### src/rtl/route_distributor_cfg.sv
// Route distributor: maps CHANNEL_NUM channels onto CAPACITOR_NUM lanes under a
// switch mask, with a checked, blanked hand-over when a new mask is requested.
module route_distributor_cfg #(
  parameter int                       WIDTH         = 4,
  parameter int                       CHANNEL_NUM   = 35,
  parameter int                       CAPACITOR_NUM = 40,
  parameter int                       BLANK_CYC     = 4,
  parameter logic [WIDTH-1:0]         IDLE_VAL      = '0,
  parameter logic [CAPACITOR_NUM-1:0] RESET_MASK    = ~({CAPACITOR_NUM{1'b1}} << CHANNEL_NUM)
) (
  input  logic                             clk,
  input  logic                             rst,
  input  logic [WIDTH*CHANNEL_NUM-1:0]     data_in,
  input  logic [CAPACITOR_NUM-1:0]         sw,
  input  logic                             sw_load,
  output logic                             sw_busy,
  output logic                             sw_err,
  output logic [CAPACITOR_NUM-1:0]         active_mask,
  output logic [WIDTH*CAPACITOR_NUM-1:0]   data_out
);

  localparam int IDX_W = (CHANNEL_NUM > 1) ? $clog2(CHANNEL_NUM) : 1;
  localparam int PC_W  = $clog2(CAPACITOR_NUM + 1);
  localparam int CNT_W = (BLANK_CYC > 2) ? $clog2(BLANK_CYC) : 1;
  localparam logic [CNT_W-1:0] CNT_INIT = CNT_W'((BLANK_CYC > 0) ? BLANK_CYC - 1 : 0);

  typedef enum logic [1:0] {RUN, CHECK, BLANK, APPLY} state_t;
  typedef logic [CAPACITOR_NUM-1:0][IDX_W-1:0] idx_tbl_t;

  function automatic logic [PC_W-1:0] popcount(input logic [CAPACITOR_NUM-1:0] m);
    logic [PC_W-1:0] n;
    n = '0;
    for (int l = 0; l < CAPACITOR_NUM; l++) n = n + PC_W'(m[l]);
    return n;
  endfunction

  // Entry l is the number of set bits below l, i.e. the channel lane l carries.
  function automatic idx_tbl_t prefix_tbl(input logic [CAPACITOR_NUM-1:0] m);
    idx_tbl_t        tbl;
    logic [PC_W-1:0] run;
    run = '0;
    for (int l = 0; l < CAPACITOR_NUM; l++) begin
      tbl[l] = IDX_W'(run);
      run    = run + PC_W'(m[l]);
    end
    return tbl;
  endfunction

  state_t                   state_q, state_d;
  logic [CAPACITOR_NUM-1:0] mask_q, mask_d;
  logic [CAPACITOR_NUM-1:0] shadow_q, shadow_d;
  logic                     err_q, err_d;
  logic [CNT_W-1:0]         cnt_q, cnt_d;
  idx_tbl_t                 idx_new_q, idx_new_d;
  idx_tbl_t                 idx_live_q, idx_live_d;
  logic [PC_W-1:0]          shadow_pop;
  idx_tbl_t                 shadow_tbl;

  logic [WIDTH-1:0]               din_p1_q [CHANNEL_NUM];
  logic [WIDTH-1:0]               din_p1_d [CHANNEL_NUM];
  logic [WIDTH*CAPACITOR_NUM-1:0] data_out_q, data_out_d;
  logic                           force_idle;

  always_comb begin
    state_d    = state_q;
    mask_d     = mask_q;
    shadow_d   = shadow_q;
    err_d      = err_q;
    cnt_d      = cnt_q;
    idx_new_d  = idx_new_q;
    idx_live_d = idx_live_q;
    shadow_pop = popcount(shadow_q);
    shadow_tbl = prefix_tbl(shadow_q);
    case (state_q)
      RUN: begin
        if (sw_load) begin
          shadow_d = sw;
          state_d  = CHECK;
        end
      end
      CHECK: begin
        idx_new_d = shadow_tbl;
        if (shadow_pop != PC_W'(CHANNEL_NUM)) begin
          err_d   = 1'b1;
          state_d = RUN;
        end else begin
          err_d = 1'b0;
          if (BLANK_CYC == 0) begin
            state_d = APPLY;
          end else begin
            state_d = BLANK;
            cnt_d   = CNT_INIT;
          end
        end
      end
      BLANK: begin
        if (cnt_q == '0) state_d = APPLY;
        else             cnt_d   = cnt_q - CNT_W'(1);
      end
      APPLY: begin
        mask_d     = shadow_q;
        idx_live_d = idx_new_q;
        state_d    = RUN;
      end
      default: state_d = RUN;
    endcase
  end

  always_ff @(posedge clk) begin
    if (rst) begin
      state_q    <= RUN;
      mask_q     <= RESET_MASK;
      shadow_q   <= RESET_MASK;
      err_q      <= 1'b0;
      cnt_q      <= '0;
      idx_new_q  <= prefix_tbl(RESET_MASK);
      idx_live_q <= prefix_tbl(RESET_MASK);
    end else begin
      state_q    <= state_d;
      mask_q     <= mask_d;
      shadow_q   <= shadow_d;
      err_q      <= err_d;
      cnt_q      <= cnt_d;
      idx_new_q  <= idx_new_d;
      idx_live_q <= idx_live_d;
    end
  end

  // Stage 1: capture the channel inputs
  always_comb begin
    for (int c = 0; c < CHANNEL_NUM; c++) din_p1_d[c] = data_in[WIDTH*c +: WIDTH];
  end

  always_ff @(posedge clk) begin
    din_p1_q <= din_p1_d;
  end

  // Stage 2: per-lane select through the live index table, idled while a new mask is pending
  always_comb begin
    force_idle = (state_q == BLANK) || (state_q == APPLY);
    data_out_d = '0;
    for (int l = 0; l < CAPACITOR_NUM; l++) begin
      data_out_d[WIDTH*l +: WIDTH] = (force_idle || !mask_q[l]) ? IDLE_VAL
                                                                 : din_p1_q[idx_live_q[l]];
    end
  end

  always_ff @(posedge clk) begin
    if (rst) data_out_q <= {CAPACITOR_NUM{IDLE_VAL}};
    else     data_out_q <= data_out_d;
  end

  assign sw_busy     = (state_q != RUN);
  assign sw_err      = err_q;
  assign active_mask = mask_q;
  assign data_out    = data_out_q;

endmodule

### config.mk
export PLATFORM = sky130hd
export DESIGN_NAME = route_distributor_cfg
export DESIGN_NICKNAME = d
export VERILOG_FILES = /design/src/rtl/route_distributor_cfg.sv
export SDC_FILE = /design/constraint.sdc
export NUM_CORES = 2
export LEC_CHECK = 0
export CORE_MARGIN = 10
export CORE_UTILIZATION = 30
export CTS_CLUSTER_DIAMETER = 50
export DETAILED_ROUTE_END_ITERATION = 12
export PLACE_DENSITY_LB_ADDON = 0.05
export SLEW_MARGIN = 20
export SYNTH_ARGS = -nofsm -noshare
export SYNTH_HDL_FRONTEND = slang
export SYNTH_SLANG_ARGS = --single-unit
### constraint.sdc
create_clock -name clk -period 14.7 [get_ports clk]
set_input_delay 2.205 -clock clk [delete_from_list [all_inputs] [get_ports clk]]
set_output_delay 2.205 -clock clk [all_outputs]
set_load 0.01 [all_outputs]
==> metrics.md <==
| Metric | Value |
|---|---|
| EDFF count, synth | `0` |
| Ranking of synthesized cells by area | `mux4_2 (44%), dfxtp_1 (23%), mux2i_1 (6.5%)` |
| Met3 Usage GRT | `0.117` |
| Reg2reg path depth | `49` |
| Final worst path period share | `0.959` |
| Maximum clock frequency | `70.9 MHz` |
| Dominant synthesized flop cell | `dfxtp_1` |
| Drt via density | `between 6 and 7` |
| Core ar. | `243,000 µm²` |
| Routed WL | `just under 400 mm` |
| Antenna Nets Post-Route | `0` |
| Initial antenna violation count | `39` |
| Layout cells sized above 1 | `0.366` |
| Pre-CTS WS | `-153 ps` |
| Remaining DRCs | `0` |
| Setup crit end kind | `register` |
| Via Count | `62,600` |
| Drt first pass iters | `6` |
| Tot GR Track Use | `0.289` |
| Startpoint Class | `register` |
| Hold WC Path Type | `register to register` |
| CP Class | `register to register` |
| CP max stage cell | `fa_1` |
| Area Overhead vs Synth | `15.9%` |
| Cts bufs inserted | `140` |
| Die W | `514 µm` |
| Reg2reg setup slack | `slightly below 600 ps` |
| WHS | `between 400 and 500 ps` |
| # rows | `about 180` |
| Reg clk slew, reported paths | `about 60 ps` |
| Post-synthesis sequential area ratio | `0.225` |
| GRT Max-Usage Layer | `met2` |
| Max stage delay on crit path | `~510 ps` |
| Nets | `between 6,000 and 7,000` |
| CTS tree | `built` |
| Synthesized instance count | `approximately 6,200` |
| Ports | `between 300 and 400` |
| Rel. slew slack | `0.157` |
| Clock buffer depth | `3` |
| Met2 global-route usage | `0.430` |
| WL per Instance | `42.7 µm` |
| Final Hold Vio Count | `0` |
| Syn_nets | `about 6,400` |
| Max-slew violation count | `0` |
| Yosys cell types | `83` |
| Hold buffers post-CTS | `0` |
| First-pass GRT wire length | `approximately 540 mm` |
| Worst path depth | `49` |
| I/O Buffers | `around 380` |
| DR iter-0 viols | `roughly 9,000` |
| Worst-Margin Slew | `1250 ps` |
| Required @ worst endpoint | `approximately 15,000 ps` |
| Vias in the first global route | `roughly 62,000` |
| Routability congestion estimate | `about 0.88` |
| Area fraction of the dominant cell type after synthesis | `0.441` |
| Leading area contributor after synthesis | `mux4_2` |
| Max cap viols | `0` |
| Synth warn | `0` |
| Critical path's top delay family | `adder cells` |
| Remaining global-route overflow | `0` |
| Worst-path fanout max | `6` |
| Design Area, Final | `~85,000 µm²` |
| Mapped cell area | `around 73,000 µm²` |
| RR Startpoint | `shadow_q[0]` |
| Worst path bufs/invs | `1` |
| Setup ws final | `~600 ps` |
| CTS sink count | `slightly above 800` |
| Final HPWL DP | `between 200 and 300 mm` |
| Final setup skew | `37.4 ps` |
| Min Tclk post-route | `around 14,000 ps` |
| R2R Path End | `cnt_q[0]` |
| Fraction of registers with async set/reset | `0` |
| Dpl cell area | `around 80,000 µm²` |
| Die area | `about 260,000 µm²` |
| #FFs+latches synth | `between 800 and 900` |
| Clk_lat worst skew | `about 810 ps` |
| Status | `completed` |
| # setup viols final | `0` |
| H-tree levels | `4` |
| Fill count | `about 24,000` |
| Critical Path Most Common Cell | `ha_1` |
| Die Span Y | `514 µm` |
| CP Capture Point | `cnt_q[0]` |
| Worst EP arrival | `~15,000 ps` |
| CP startpoint | `shadow_q[0]` |
| Initial core utilization | `0.301` |
| RSZ-0062 raised after global routing | `false` |
| Grt met1 use | `0.363` |
| Avg Inst Size Synth | `11.9 µm²` |
| Largest net degree at the start of global routing | `between 100 and 150` |
| Root Driver | `clkbuf_16` |
[metrics by stage]
step / instances / TNS, ps / utilization
floorplan: 6169 / 0 / -
global placement: 9027 / -55.3 / 0.328
detailed placement: 9027 / -396 / 0.328
CTS: 9281 / 0 / 0.348
global route: 9288 / 0 / 0.349
finish: 9307 / 0 / 0.349
[cells by family after synthesis]
| group | share of synthesized area |
|---|---|
| adder cells (fa/ha/maj) | 0.0146 |
| XOR/XNOR | 0.0444 |
| AND/OR/NAND/NOR | 0.0898 |
| flip-flops | 0.225 |
| multiplexers | 0.506 |
| AO/OA/AOI/OAI | 0.0652 |
| buffers and inverters | 0.0547 |
[final cells by class]
cell class	count	area, µm²	area share
Antenna cell	23	57.6	0.000678
Clock buffer	163	3730	0.0440
Clock inverter	91	1130	0.0133
Inverter	22	85.1	0.00100
Multi-Input combinational cell	4288	53000	0.625
Sequential cell	823	16600	0.196
Tap cell	3202	4010	0.0472
Timing Repair Buffer	695	6200	0.0730
[per-layer routing]
| layer | share of wire | up-vias | routed length (µm) |
|---|---|---|---|
| met4 | 0.058 | 12 | 22900 |
| met5 | 0.00043 | - | 171 |
| li1 | - | 23800 | - |
| met1 | 0.38 | 32500 | 153000 |
| met2 | 0.43 | 4910 | 172000 |
| met3 | 0.13 | 1378 | 49800 |
[cell usage in the layout, fill, tap and decap left out, types with 144 or more instances in the layout]
cell and instances:
nand2_1 168, dfxtp_1 738, nor2b_1 201, mux4_2 1432, nor2_1 549, clkdlybuf4s50_1 383, mux2i_1 471, a21oi_1 211
clkbuf_16 144, buf_4 310, a211o_1 194
[sequential cells by signal (all words and copies together) (netlist names), named ones only]
| register | flops |
|---|---|
| active_mask | 40 |
| idx_new_q | 219 |
| shadow_q | 40 |
| idx_live_q | 219 |
| data_out | 160 |
| din_p1_q | 140 |
| state_q | 1 |
| sw_err | 1 |
| cnt_q | 2 |
[cells in the mapped netlist (5+ instances only)]
| master | number |
|---|---|
| a211o_1 | 194 |
| nor4b_1 | 5 |
| nor3_1 | 31 |
| xor2_2 | 7 |
| and3_1 | 133 |
| or2_2 | 18 |
| a31oi_1 | 8 |
| xnor2_1 | 144 |
| nor4_1 | 5 |
| xnor2_4 | 7 |
| mux2i_1 | 472 |
| o22ai_1 | 141 |
| nor2_1 | 550 |
| nor2b_1 | 213 |
| buf_2 | 6 |
| nand3b_1 | 40 |
| a211oi_1 | 51 |
| or4b_2 | 35 |
| mux4_2 | 1432 |
| buf_1 | 101 |
| o21bai_1 | 23 |
| a21oi_1 | 211 |
| nor3b_1 | 7 |
| nand2b_1 | 8 |
| ha_1 | 82 |
| o21ai_0 | 38 |
| o211ai_1 | 8 |
| xnor2_2 | 10 |
| nand3_1 | 35 |
| xor3_1 | 8 |
| nand2_1 | 169 |
| nand4_1 | 5 |
| or3_1 | 7 |
| inv_1 | 21 |
| clkbuf_1 | 925 |
| xor2_1 | 69 |
| dfxtp_1 | 823 |
| and2_1 | 37 |
| xnor3_2 | 7 |
| xnor3_1 | 20 |
[what timing repair did]
action	CTS	global route
setup endpoints to repair	4	7
buffers inserted	0	2
pin swaps	2	7
resized for setup	4	32
cloned	0	0
[how the worst min path moves through the flow]
| stage | startpoint | end | slack [ps] | depth (start not counted) |
|---|---|---|---|---|
| after floorplan | idx_new_q[234] | idx_live_q[234] | 430 | 1 |
| after global placement | idx_new_q[90] | idx_live_q[90] | 440 | 1 |
| after detailed placement | idx_new_q[78] | idx_live_q[78] | 450 | 1 |
| after CTS | idx_new_q[32] | idx_live_q[32] | 460 | 1 |
| after global routing | idx_new_q[6] | idx_live_q[6] | 470 | 1 |
| final | idx_new_q[6] | idx_live_q[6] | 450 | 1 |
Power is not shown: default switching activity piles up to over one toggle a cycle in this logic, so the estimate is an artifact.
